## config.mk

```make
export PLATFORM = sky130hd
export DESIGN_NAME = sdram_cpu_req_bridge_flat
export DESIGN_NICKNAME = d
export VERILOG_FILES = /design/src/rtl/sdram_cpu_req_bridge_if.sv /design/src/rtl/sdram_cpu_req_bridge.sv /design/src/flat_wrapper.sv
export SDC_FILE = /design/constraint.sdc
export NUM_CORES = 1
export LEC_CHECK = 0
export BUFFER_PORTS_ARGS = -buffer_cell sky130_fd_sc_hd__buf_4
export CAP_MARGIN = 20
export CORE_MARGIN = 3
export CORE_UTILIZATION = 58
export CTS_CLUSTER_DIAMETER = 80
export DETAILED_ROUTE_END_ITERATION = 10
export PLACE_DENSITY_LB_ADDON = 0.15
export SLEW_MARGIN = 20
export SYNTH_ARGS = -nofsm -noshare
export SYNTH_HDL_FRONTEND = slang
export SYNTH_SLANG_ARGS = --single-unit
```

## constraint.sdc

```tcl
create_clock -name clk -period 4.2 [get_ports clk]
set_input_delay 0.42 -clock clk [delete_from_list [all_inputs] [get_ports clk]]
set_output_delay 0.42 -clock clk [all_outputs]
set_load 0.02 [all_outputs]
```

## src/rtl/sdram_cpu_req_bridge_if.sv

```systemverilog
// CPU-side request/response bundle of the SDRAM CPU request bridge.
// The CPU drives the master modport and the bridge uses the slave modport.
interface sdram_cpu_req_bridge_if #(
  parameter int ADDR_DEPTH = 23
);
  logic                  req_valid;
  logic                  req_ready;
  logic                  req_we;
  logic [ADDR_DEPTH-1:0] req_addr;
  logic [7:0]            req_wdata;
  logic                  rsp_valid;
  logic                  rsp_we;
  logic                  rsp_err;
  logic [7:0]            rsp_rdata;

  modport master (
    output req_valid, req_we, req_addr, req_wdata,
    input  req_ready, rsp_valid, rsp_we, rsp_err, rsp_rdata
  );

  modport slave (
    input  req_valid, req_we, req_addr, req_wdata,
    output req_ready, rsp_valid, rsp_we, rsp_err, rsp_rdata
  );
endinterface

```

## src/rtl/sdram_cpu_req_bridge.sv

```systemverilog
// Queues CPU requests and replays them into the SDRAM controller's 24-cycle slot,
// returning one response per request (or an error response when sync aborts it).
module sdram_cpu_req_bridge #(
  parameter int ADDR_DEPTH = 23,
  parameter int DEPTH      = 2
) (
  input  logic                  clk,
  input  logic                  rst,
  input  logic                  sync,
  input  logic                  ctrl_rdy,
  sdram_cpu_req_bridge_if.slave cpu,
  output logic [ADDR_DEPTH-1:0] ctrl_addr,
  output logic [7:0]            ctrl_data_wr,
  output logic                  ctrl_rd,
  output logic                  ctrl_wr,
  input  logic [7:0]            ctrl_data_rd,
  output logic                  busy
);

  localparam int PTR_W = (DEPTH > 1) ? $clog2(DEPTH) : 1;
  localparam int CNT_W = $clog2(DEPTH + 1);
  localparam int ENT_W = 1 + ADDR_DEPTH + 8;

  localparam logic [4:0] LAST_CYCLE  = 5'd23;
  localparam logic [4:0] ISSUE_CYCLE = 5'd22;
  localparam logic [4:0] DONE_CYCLE  = 5'd8;

  typedef enum logic {
    ST_IDLE,
    ST_INFLIGHT
  } state_t;

  state_t                state_q, state_d;
  logic [4:0]            cycle_q, cycle_d;
  logic [PTR_W-1:0]      wr_ptr_q, wr_ptr_d;
  logic [PTR_W-1:0]      rd_ptr_q, rd_ptr_d;
  logic [CNT_W-1:0]      count_q, count_d;
  logic [ADDR_DEPTH-1:0] ctrl_addr_q, ctrl_addr_d;
  logic [7:0]            ctrl_data_wr_q, ctrl_data_wr_d;
  logic                  ctrl_rd_q, ctrl_rd_d;
  logic                  ctrl_wr_q, ctrl_wr_d;
  logic                  op_we_q, op_we_d;
  logic                  rsp_valid_q, rsp_valid_d;
  logic                  rsp_we_q, rsp_we_d;
  logic                  rsp_err_q, rsp_err_d;
  logic [7:0]            rsp_rdata_q, rsp_rdata_d;

  logic [ENT_W-1:0]      mem_q [DEPTH];
  logic [ENT_W-1:0]      head;
  logic [ENT_W-1:0]      entry_in;
  logic                  head_we;
  logic [ADDR_DEPTH-1:0] head_addr;
  logic [7:0]            head_wdata;
  logic                  req_ready_int;
  logic                  push;
  logic                  pop;
  logic                  issue;

  assign req_ready_int = (count_q < CNT_W'(DEPTH));
  assign push          = cpu.req_valid && req_ready_int;
  assign entry_in      = {cpu.req_we, cpu.req_addr, cpu.req_wdata};

  assign head       = mem_q[rd_ptr_q];
  assign head_we    = head[ENT_W-1];
  assign head_addr  = head[ENT_W-2 -: ADDR_DEPTH];
  assign head_wdata = head[7:0];

  // Issue is decided on the edge that enters cycle 23, so the controller sees the request on 23.
  assign issue = (state_q == ST_IDLE) && (cycle_q == ISSUE_CYCLE) && !sync
                 && (count_q != '0) && ctrl_rdy;
  assign pop   = issue;

  always_ff @(posedge clk) begin
    if (push) begin
      mem_q[wr_ptr_q] <= entry_in;
    end
  end

  always_comb begin
    state_d        = state_q;
    wr_ptr_d       = wr_ptr_q;
    rd_ptr_d       = rd_ptr_q;
    count_d        = count_q;
    ctrl_addr_d    = ctrl_addr_q;
    ctrl_data_wr_d = ctrl_data_wr_q;
    ctrl_rd_d      = 1'b0;
    ctrl_wr_d      = 1'b0;
    op_we_d        = op_we_q;
    rsp_valid_d    = 1'b0;
    rsp_we_d       = 1'b0;
    rsp_err_d      = 1'b0;
    rsp_rdata_d    = 8'h00;

    cycle_d = (sync || cycle_q == LAST_CYCLE) ? 5'd0 : cycle_q + 5'd1;

    if (push) begin
      wr_ptr_d = wr_ptr_q + PTR_W'(1);
    end
    if (pop) begin
      rd_ptr_d = rd_ptr_q + PTR_W'(1);
    end
    case ({push, pop})
      2'b10:   count_d = count_q + CNT_W'(1);
      2'b01:   count_d = count_q - CNT_W'(1);
      default: count_d = count_q;
    endcase

    case (state_q)
      ST_IDLE: begin
        if (issue) begin
          state_d        = ST_INFLIGHT;
          ctrl_addr_d    = head_addr;
          ctrl_data_wr_d = head_wdata;
          ctrl_rd_d      = !head_we;
          ctrl_wr_d      = head_we;
          op_we_d        = head_we;
        end
      end
      ST_INFLIGHT: begin
        // A sync restarts the controller frame, so the op is lost; report it as an error.
        if (sync) begin
          state_d     = ST_IDLE;
          rsp_valid_d = 1'b1;
          rsp_we_d    = op_we_q;
          rsp_err_d   = 1'b1;
        end else if (cycle_q == DONE_CYCLE) begin
          state_d     = ST_IDLE;
          rsp_valid_d = 1'b1;
          rsp_we_d    = op_we_q;
          rsp_rdata_d = op_we_q ? 8'h00 : ctrl_data_rd;
        end
      end
      default: state_d = ST_IDLE;
    endcase
  end

  always_ff @(posedge clk) begin
    if (rst) begin
      state_q        <= ST_IDLE;
      cycle_q        <= 5'd0;
      wr_ptr_q       <= '0;
      rd_ptr_q       <= '0;
      count_q        <= '0;
      ctrl_addr_q    <= '0;
      ctrl_data_wr_q <= 8'h00;
      ctrl_rd_q      <= 1'b0;
      ctrl_wr_q      <= 1'b0;
      op_we_q        <= 1'b0;
      rsp_valid_q    <= 1'b0;
      rsp_we_q       <= 1'b0;
      rsp_err_q      <= 1'b0;
      rsp_rdata_q    <= 8'h00;
    end else begin
      state_q        <= state_d;
      cycle_q        <= cycle_d;
      wr_ptr_q       <= wr_ptr_d;
      rd_ptr_q       <= rd_ptr_d;
      count_q        <= count_d;
      ctrl_addr_q    <= ctrl_addr_d;
      ctrl_data_wr_q <= ctrl_data_wr_d;
      ctrl_rd_q      <= ctrl_rd_d;
      ctrl_wr_q      <= ctrl_wr_d;
      op_we_q        <= op_we_d;
      rsp_valid_q    <= rsp_valid_d;
      rsp_we_q       <= rsp_we_d;
      rsp_err_q      <= rsp_err_d;
      rsp_rdata_q    <= rsp_rdata_d;
    end
  end

  assign cpu.req_ready = req_ready_int;
  assign cpu.rsp_valid = rsp_valid_q;
  assign cpu.rsp_we    = rsp_we_q;
  assign cpu.rsp_err   = rsp_err_q;
  assign cpu.rsp_rdata = rsp_rdata_q;

  assign ctrl_addr    = ctrl_addr_q;
  assign ctrl_data_wr = ctrl_data_wr_q;
  assign ctrl_rd      = ctrl_rd_q;
  assign ctrl_wr      = ctrl_wr_q;
  assign busy         = (count_q != '0) || (state_q == ST_INFLIGHT);

endmodule

```

## src/flat_wrapper.sv

```systemverilog
// flat-port wrapper written by rule: the top's interface ports become plain ports
module sdram_cpu_req_bridge_flat 
#(
  parameter int ADDR_DEPTH = 23,
  parameter int DEPTH      = 2
)
  (clk, rst, sync, ctrl_rdy, ctrl_addr, ctrl_data_wr, ctrl_rd, ctrl_wr, ctrl_data_rd, busy, cpu_req_valid, cpu_req_we, cpu_req_addr, cpu_req_wdata, cpu_req_ready, cpu_rsp_valid, cpu_rsp_we, cpu_rsp_err, cpu_rsp_rdata);
  sdram_cpu_req_bridge_if #(.ADDR_DEPTH(ADDR_DEPTH)) cpu_i ();
  input  logic clk;
  input  logic rst;
  input  logic sync;
  input  logic ctrl_rdy;
  output logic [ADDR_DEPTH-1:0] ctrl_addr;
  output logic [7:0] ctrl_data_wr;
  output logic ctrl_rd;
  output logic ctrl_wr;
  input  logic [7:0] ctrl_data_rd;
  output logic busy;
  input wire logic [$bits(cpu_i.req_valid)-1:0] cpu_req_valid;
  input wire logic [$bits(cpu_i.req_we)-1:0] cpu_req_we;
  input wire logic [$bits(cpu_i.req_addr)-1:0] cpu_req_addr;
  input wire logic [$bits(cpu_i.req_wdata)-1:0] cpu_req_wdata;
  output wire logic [$bits(cpu_i.req_ready)-1:0] cpu_req_ready;
  output wire logic [$bits(cpu_i.rsp_valid)-1:0] cpu_rsp_valid;
  output wire logic [$bits(cpu_i.rsp_we)-1:0] cpu_rsp_we;
  output wire logic [$bits(cpu_i.rsp_err)-1:0] cpu_rsp_err;
  output wire logic [$bits(cpu_i.rsp_rdata)-1:0] cpu_rsp_rdata;
  assign cpu_i.req_valid = cpu_req_valid;
  assign cpu_i.req_we = cpu_req_we;
  assign cpu_i.req_addr = cpu_req_addr;
  assign cpu_i.req_wdata = cpu_req_wdata;
  assign cpu_req_ready = cpu_i.req_ready;
  assign cpu_rsp_valid = cpu_i.rsp_valid;
  assign cpu_rsp_we = cpu_i.rsp_we;
  assign cpu_rsp_err = cpu_i.rsp_err;
  assign cpu_rsp_rdata = cpu_i.rsp_rdata;
  sdram_cpu_req_bridge #(.ADDR_DEPTH(ADDR_DEPTH), .DEPTH(DEPTH)) u_core (.clk(clk), .rst(rst), .sync(sync), .ctrl_rdy(ctrl_rdy), .cpu(cpu_i), .ctrl_addr(ctrl_addr), .ctrl_data_wr(ctrl_data_wr), .ctrl_rd(ctrl_rd), .ctrl_wr(ctrl_wr), .ctrl_data_rd(ctrl_data_rd), .busy(busy));
endmodule
```

==> results.md, run 1 <==
- Outcome: finished clean
- Power density over the cells: 502 nW/um^2
- Number of gates resized after CTS: 0
- Share of synthesized area occupied by flip-flops and latches: 66.7%
- Post-detail-place hpwl: 5330 um
- Asr flop ratio synth: 0%
- Internal power consumption: 2.36 mW
- Post-detailed-placement cell area: 5220 um^2
- Actual transition at the worst max-transition pin: 1060 ps
- Pre-CTS worst setup slack: 1510 ps
- Vias in the first global route: 2900
- Filler Cell Count: 443
- Count of state elements after synthesis: 120
- Most common library cell in the layout ignoring fill and taps: sky130_fd_sc_hd__buf_4
- Syn_area_per_cell: 15.2 um^2
- Net switching component of the power: 0.565 mW
- Number of design-rule violations left by the first detailed-router iteration: 186
- Count of max-cap constraint violations: 0
- Detailed-routing iteration count for the pre-antenna-repair pass: 4
- Maximum fanout along the worst path: 35
- H-tree level count: 4
- Initial standard-cell utilization of the core: 61.3%
- Site row count: 31
- Worst IR Drop VDD: 0.000353 V
- Setup TNS: 0 ps
- Diodes inserted: 0
- Area growth from synthesis to layout: 27.8%
- Arrival time at the worst endpoint: 3170 ps
- Setup repair after global routing missed its margin: no
- Clock latency on the worst-skew pair: 510 ps
- Type of origin of the critical path: flip-flop
- Time the worst path needs with I/O delays and setup: 2740 ps
- Required time of the worst setup path: 4640 ps
- Port Buffers: 90
- Most used cells in the layout excluding fill and tap cells: sky130_fd_sc_hd__buf_4, sky130_fd_sc_hd__edfxtp_1, sky130_fd_sc_hd__dfxtp_1, sky130_fd_sc_hd__mux2i_1, sky130_fd_sc_hd__a31oi_1
- Horizontal extent of the die: 94.7 um
- Worst setup path category: flip-flop to flip-flop
- Wire length of the first global-routing pass: 14400 um
- Top_reg_cell synth: sky130_fd_sc_hd__edfxtp_1
- Root buffer cell: sky130_fd_sc_hd__clkbuf_8
- Crit. End Element: flip-flop
- Area of the core: 7450 um^2
- Number of unique standard cell types used by synthesis: 38
- Max Freq: 0.365 GHz
- Crit share post-route: 65.2%
- Power consumption: 2.93 mW
- Clock transition at the register clock pins on the worst setup and hold paths after CTS: 60 ps
- Net count after synthesis: 349
- Static leakage: 2.11 nW
- Wire length per cell: 18.8 um
- TritonCTS clock tree: built
- Cell taking the most area after synthesis: sky130_fd_sc_hd__edfxtp_1
- Number of top-level pins: 91
- Share of layout cells above drive strength 1: 39.6%
- Die area: 8970 um^2
- Global route overflow: 0
- Maximum number of pins on one net before global-route repair: 43
- Final Max Tran Viols: 0
- Clock share of power: 50.7%
- Post-Layout Inst Area: 5830 um^2
- Count of hold buffers inserted by post-cts repair: 0
- Crit path setup slack, layout: 1460 ps
- Net count, final: 438
- Worst slew margin: 29.4%
- Switching share of power: 19.3%
- Count of final setup violators: 0
- Number of endpoints with negative hold slack in the final report: 0
- Maximum count of clock buffers along a single path: 2
- Area of the mapped netlist: 4560 um^2
- Sinks on Clock Net: 120
- Number of synthesized flops with an enable pin: 64
- Top area cells in the synthesized netlist: sky130_fd_sc_hd__edfxtp_1, sky130_fd_sc_hd__dfxtp_1, sky130_fd_sc_hd__a211oi_2, sky130_fd_sc_hd__mux2i_1, sky130_fd_sc_hd__a31oi_1
- Placer congestion estimate: 0.708
- Total track usage: 21.9%
- Antenna violations before repair: 0
- Type of the worst min-delay path: input port to flip-flop
- Sequential share of power: 44.9%
- Vias per cell: 5.71
- Total of warnings raised by yosys: 0
- Clock buffer count from CTS: 17
- Largest clock skew in the final design: 8.78 ps
- Via total after detailed routing: 2862
- Overall die height: 94.7 um
- Synth top area share: 42.1%
- Antenna-violating nets left: 0
- Residual DRC: 0
- Drt total wl: 9410 um
- Proportion of power drawn by combinational gates: 4.4%
- Synthesized netlist cell count: 300
- # Post-CTS Setup Buffers: 0
## cells in the mapped netlist, types with 4 or more instances
cell type	instances
sky130_fd_sc_hd__nor2_1	9
sky130_fd_sc_hd__buf_12	4
sky130_fd_sc_hd__a211oi_2	29
sky130_fd_sc_hd__edfxtp_1	64
sky130_fd_sc_hd__dfxtp_1	56
sky130_fd_sc_hd__and2_1	8
sky130_fd_sc_hd__a31oi_1	32
sky130_fd_sc_hd__ha_1	4
sky130_fd_sc_hd__clkbuf_1	8
sky130_fd_sc_hd__buf_2	9
sky130_fd_sc_hd__mux2i_1	32
## cell families (layout without fill, tap and decap cells)
family	count (synthesis)	after routing	share of synthesized area (%)
compound gates	69	69	13.5
fa+ha+maj	4	4	1.10
mux	34	34	7.68
simple gates	41	41	5.92
xor+xnor	5	5	0.960
buf+inv	27	129	4.14
flops	120	120	66.7
## path summary, 6_finish.rpt
check	start	to	slack [ps]	depth (start not counted)
max reg2reg	u_core.cycle_q[0]$_SDFF_PP0_	u_core.count_q[1]$_SDFFE_PP0P_	1460	8
max	u_core.cycle_q[0]$_SDFF_PP0_	u_core.count_q[1]$_SDFFE_PP0P_	1460	8
min	cpu_req_addr[21]	u_core.mem_q[1][29]$_DFFE_PP_	90	1
min reg2reg	u_core.cycle_q[0]$_SDFF_PP0_	u_core.cycle_q[0]$_SDFF_PP0_	470	1
## layout make-up
class	count	area [um^2]	share of cell area (%)
Tap cell	99	124	2.13
Inverter	4	15.0	0.258
Multi-Input combinational cell	153	1340	23.0
Timing Repair Buffer	93	698	12.0
Sequential cell	120	3040	52.2
Clock buffer	21	429	7.36
Clock inverter	11	179	3.07
## flip-flops by register name, summed over array words and instances (netlist names), named ones only
name	cells
u_core.count_q	2
u_core.state_q	1
u_core.ctrl_addr	23
u_core.cycle_q	5
u_core.op_we_q	1
u_core.wr_ptr_q	1
u_core.cpu.rsp_valid	1
u_core.cpu.rsp_rdata	8
u_core.rd_ptr_q	1
u_core.mem_q	64
u_core.cpu.rsp_we	1
u_core.ctrl_wr	1
u_core.ctrl_data_wr	8
u_core.ctrl_rd	1
u_core.cpu.rsp_err	1
## stage by stage
step	hold WS [ps]	util, %	instances
final	92.3	78.3	501
after global routing	78.6	78.3	501
after CTS	75.6	78.3	501
after detailed placement	463	70.1	469
after global placement	448	70.1	469
after floorplan	430	-	300
## routing by layer
metal | vias to the layer above | global-route usage (%) | routed length [um]
met5 | - | 0 | 0
li1 | 1331 | - | -
met4 | 0 | 8.77 | 215
met2 | 128 | 35.4 | 4660
met1 | 1385 | 26.9 | 3800
met3 | 18 | 7.65 | 731
## power by group through the flow
| stage | Clock [mW] | Combinational [mW] | Sequential [mW] |
|---|---|---|---|
| global route | 1.55 | 0.139 | 1.32 |
| detailed placement | 0 | 0.127 | 1.34 |
| CTS | 1.50 | 0.129 | 1.31 |
| floorplan | 0 | 0.0655 | 1.33 |
| finish | 1.48 | 0.127 | 1.32 |
| global placement | 0 | 0.124 | 1.34 |
## worst max-delay path, cell delays in order (launching register included)
cell                      delay, ps
sky130_fd_sc_hd__dfxtp_1        340
sky130_fd_sc_hd__inv_1           90
sky130_fd_sc_hd__ha_1           150
sky130_fd_sc_hd__o211a_1        160
sky130_fd_sc_hd__buf_4          350
sky130_fd_sc_hd__and3_4         660
sky130_fd_sc_hd__ha_1           370
sky130_fd_sc_hd__or3_1          400
sky130_fd_sc_hd__a21oi_1        150
No activity file was read; power rests on OpenSTA's default activity.
==> run 2, diff against run 1 <==
Settings changed: ABC_AREA set to 1, CORE_UTILIZATION 58 to 54.
Clock period 4.2 ns to 2.85 ns, I/O delays scaled along.
==> run 2 against run 1 <==
Via count up 19%. Critical path depth up 1. Non-clock buffer count up 41. Highest routed layer unchanged. Sequential share of layout area down 4.9 points. Count of clock-buffer cells in the layout down 2. Sequential power up 45%.
==> results.md, run 2 <==
- Max Freq: 0.543 GHz (+49%)
- Arrival time at the worst endpoint: 2230 ps (-940 ps)
- Residual DRC: 0 (unchanged)
- Multi-input gate area in the final layout: 1290 um^2 (-3.6%)
- Most used cells in the layout excluding fill and tap cells: sky130_fd_sc_hd__buf_4, sky130_fd_sc_hd__nand2_1, sky130_fd_sc_hd__edfxtp_1, sky130_fd_sc_hd__dfxtp_1, sky130_fd_sc_hd__inv_1
- Most common library cell in the layout ignoring fill and taps: sky130_fd_sc_hd__buf_4
- # Post-CTS Setup Buffers: 0 (unchanged)
- Share of layout cells above drive strength 1: 29.2% (-10 points)
- Cell Count, Final, Fillers Out: 671 (+34%)
- Net count, final: 602 (+37%)
- Drt total wl: 9760 um (+3.7%)
- Port Buffers: 90 (unchanged)
- Count of hold buffers inserted by post-cts repair: 41 (+41)
- Detailed-routing iteration count for the pre-antenna-repair pass: 4 (unchanged)
- Power consumption: 4.40 mW (+50%)
- Maximum fanout along the worst path: 35 (unchanged)
- Worst slew margin: 34.5% (+5.1 points)
- Actual transition at the worst max-transition pin: 983 ps (-75.9 ps)
- Share of synthesized area occupied by flip-flops and latches: 65.0% (-1.7 points)
- Type of origin of the critical path: flip-flop
- Number of top-level pins: 91 (unchanged)
- Static leakage: 2.81 nW (+33%)
- Required time of the worst setup path: 3240 ps (-1400 ps)
- Count of max-cap constraint violations: 0 (unchanged)
- Register-to-register setup slack: 1010 ps (-450 ps)
- Top_reg_cell synth: sky130_fd_sc_hd__edfxtp_1
- Initial standard-cell utilization of the core: 56.4% (-4.9 points)
- Library cell with the highest instance count after synthesis: sky130_fd_sc_hd__nand2_1
- Worst IR Drop VDD: 0.000547 V (+55%)
- Number of endpoints with negative hold slack in the final report: 0 (unchanged)
- Cell taking the most area after synthesis: sky130_fd_sc_hd__edfxtp_1
- Antenna violations before repair: 0 (unchanged)
- Vias in the first global route: 3295 (+14%)
- Root buffer cell: sky130_fd_sc_hd__clkbuf_8
- Via total after detailed routing: 3411 (+19%)
- Count of final setup violators: 0 (unchanged)
- H-tree level count: 4 (unchanged)
- Area growth from synthesis to layout: 37.4%
- Placed Cells incl. Taps: 598 (+28%)
- Number of design-rule violations left by the first detailed-router iteration: 150 (-19%)
- Placer congestion estimate: 0.732 (+3.4%)
- Wire length of the first global-routing pass: 15800 um (+9.5%)
- Number of unique standard cell types used by synthesis: 25 (-34%)
- Area of all sequential standard cells: 3040 um^2 (unchanged)
- Setup TNS: 0 ps (unchanged)
- Overall die height: 99.1 um (+4.7%)
- Time the worst path needs with I/O delays and setup: 1840 ps (-897 ps)
- Final Max Tran Viols: 0 (unchanged)
- Maximum count of clock buffers along a single path: 2 (unchanged)
- Post-detail-place hpwl: 5490 um (+3.1%)
- Largest clock skew in the final design: 18.1 ps (+9.29 ps)
- Syn_area_per_cell: 11.1 um^2 (-27%)
- Synthesized netlist cell count: 423 (+41%)
- Synth cell count leaders: sky130_fd_sc_hd__nand2_1, sky130_fd_sc_hd__edfxtp_1, sky130_fd_sc_hd__dfxtp_1
- Total of warnings raised by yosys: 0 (unchanged)
- Clock buffer count from CTS: 17 (unchanged)
- Crit. End Element: flip-flop
- Net count after synthesis: 472 (+35%)
- Vias per cell: 5.08 (-11%)
- Filler Cell Count: 515 (+16%)
- Wire length per cell: 14.5 um (-23%)
- Clock transition at the register clock pins on the worst setup and hold paths after CTS: 60 ps (about the same)
- Power density over the cells: 684 nW/um^2 (+36%)
- Sinks on Clock Net: 120 (unchanged)
- Horizontal extent of the die: 99.1 um (+4.7%)
- Worst setup path category: flip-flop to flip-flop
- Core Util, Final: 77.5% (-0.78 points)
- Number of synthesized flops with an enable pin: 64 (unchanged)
- Total track usage: 20.8% (-1.1 points)
- Type of the worst min-delay path: input port to flip-flop
- Max FFs per register: 64 (unchanged)
- Crit share post-route: 64.6% (-0.59 points)
- Area of the mapped netlist: 4680 um^2 (+2.6%)
- Area of the core: 8300 um^2 (+11%)
- TritonCTS clock tree: built
- Setup repair after global routing missed its margin: no
- Diodes inserted: 0 (unchanged)
- Asr flop ratio synth: 0% (unchanged)
- Number of gates resized after CTS: 0 (unchanged)
- Site row count: 33 (+6.5%)
- Global route overflow: 0 (unchanged)
- Top area cells in the synthesized netlist: sky130_fd_sc_hd__edfxtp_1, sky130_fd_sc_hd__dfxtp_1, sky130_fd_sc_hd__nand3_2, sky130_fd_sc_hd__nand2_1, sky130_fd_sc_hd__nand4_1
- Clock latency on the worst-skew pair: 510 ps (about the same)
- Synth top area share: 41.1% (-1.1 points)
- Count of state elements after synthesis: 120 (unchanged)
- Outcome: finished clean
- Antenna-violating nets left: 0 (unchanged)
- Die area: 9820 um^2 (+9.5%)
- Maximum number of pins on one net before global-route repair: 65 (+51%)
- Largest Register: u_core.mem_q
run 2: cell count changes after synthesis, sizes merged, moves of 16 or more:
cell | previous run | this run
a31oi | 32 | 1
nand2 | 4 | 79
a211oi | 32 | 0
inv | 3 | 56
nor2 | 9 | 25
nand4 | 0 | 36
mux2i | 32 | 0
nand3 | 1 | 36
o21ai | 1 | 34
run 2: cell families after synthesis:
family / Yosys count / synth area share [%]
simple gates: 181 / 21.9
compound gates: 39 / 4.30
fa+ha+maj: 4 / 1.07
buf+inv: 79 / 7.75
flops: 120 / 65.0
run 2: final timing paths:
path / start / endpoint / cells past startpoint
worst max-delay path: u_core.cycle_q[2]$_SDFF_PP0_ / u_core.count_q[1]$_SDFFE_PP0P_ / 9
worst min-delay path: sync / u_core.cpu.rsp_err$_SDFF_PP0_ / 3
worst max register to register: u_core.cycle_q[2]$_SDFF_PP0_ / u_core.count_q[1]$_SDFFE_PP0P_ / 9
worst min register to register: u_core.ctrl_addr[19]$_SDFFE_PP0P_ / u_core.ctrl_addr[19]$_SDFFE_PP0P_ / 2
run 2: cell type report:
cell class	instances	share of cell area [%]
Tap cell	105	2.04
Sequential cell	120	47.3
Inverter	56	3.27
Clock buffer	19	6.71
Clock inverter	13	3.13
Timing Repair Buffer	134	17.4
Multi-Input combinational cell	224	20.1
run 2: report_power, final:
part / total, mW / internal [mW] / switching, mW
sequential: 1.91 / 1.89 / 0.0194
combinational: 0.219 / 0.103 / 0.116
clock: 2.26 / 1.52 / 0.741
run 2: metal layers:
layer	vias up	GRT usage (%)	wire length (um)
li1	1693	-	-
met3	12	5.40	546
met4	0	9.03	156
met2	103	36.1	5210
met5	-	0	0
met1	1603	24.3	3850
run 2: critical path: stages (launching register included):
cell and delay, ps:
sky130_fd_sc_hd__dfxtp_1 450, sky130_fd_sc_hd__nand2_2 130, sky130_fd_sc_hd__nor2_8 430, sky130_fd_sc_hd__nand2_4 90, sky130_fd_sc_hd__inv_2 70, sky130_fd_sc_hd__ha_1 230
sky130_fd_sc_hd__inv_1 110, sky130_fd_sc_hd__nand4_1 100, sky130_fd_sc_hd__nand2_1 70, sky130_fd_sc_hd__nor2_1 40
run 2: metrics by stage:
step           setup WS, ps  cell area, um^2  hold WS (ps)
5_1_grt                 875             6430          23.9
6_report               1010             6430          26.4
3_5_place_dp           1070             5390           455
3_3_place_gp           1090             5390           449
2_1_floorplan           388             4680           364
4_1_cts                1010             6430          2.68
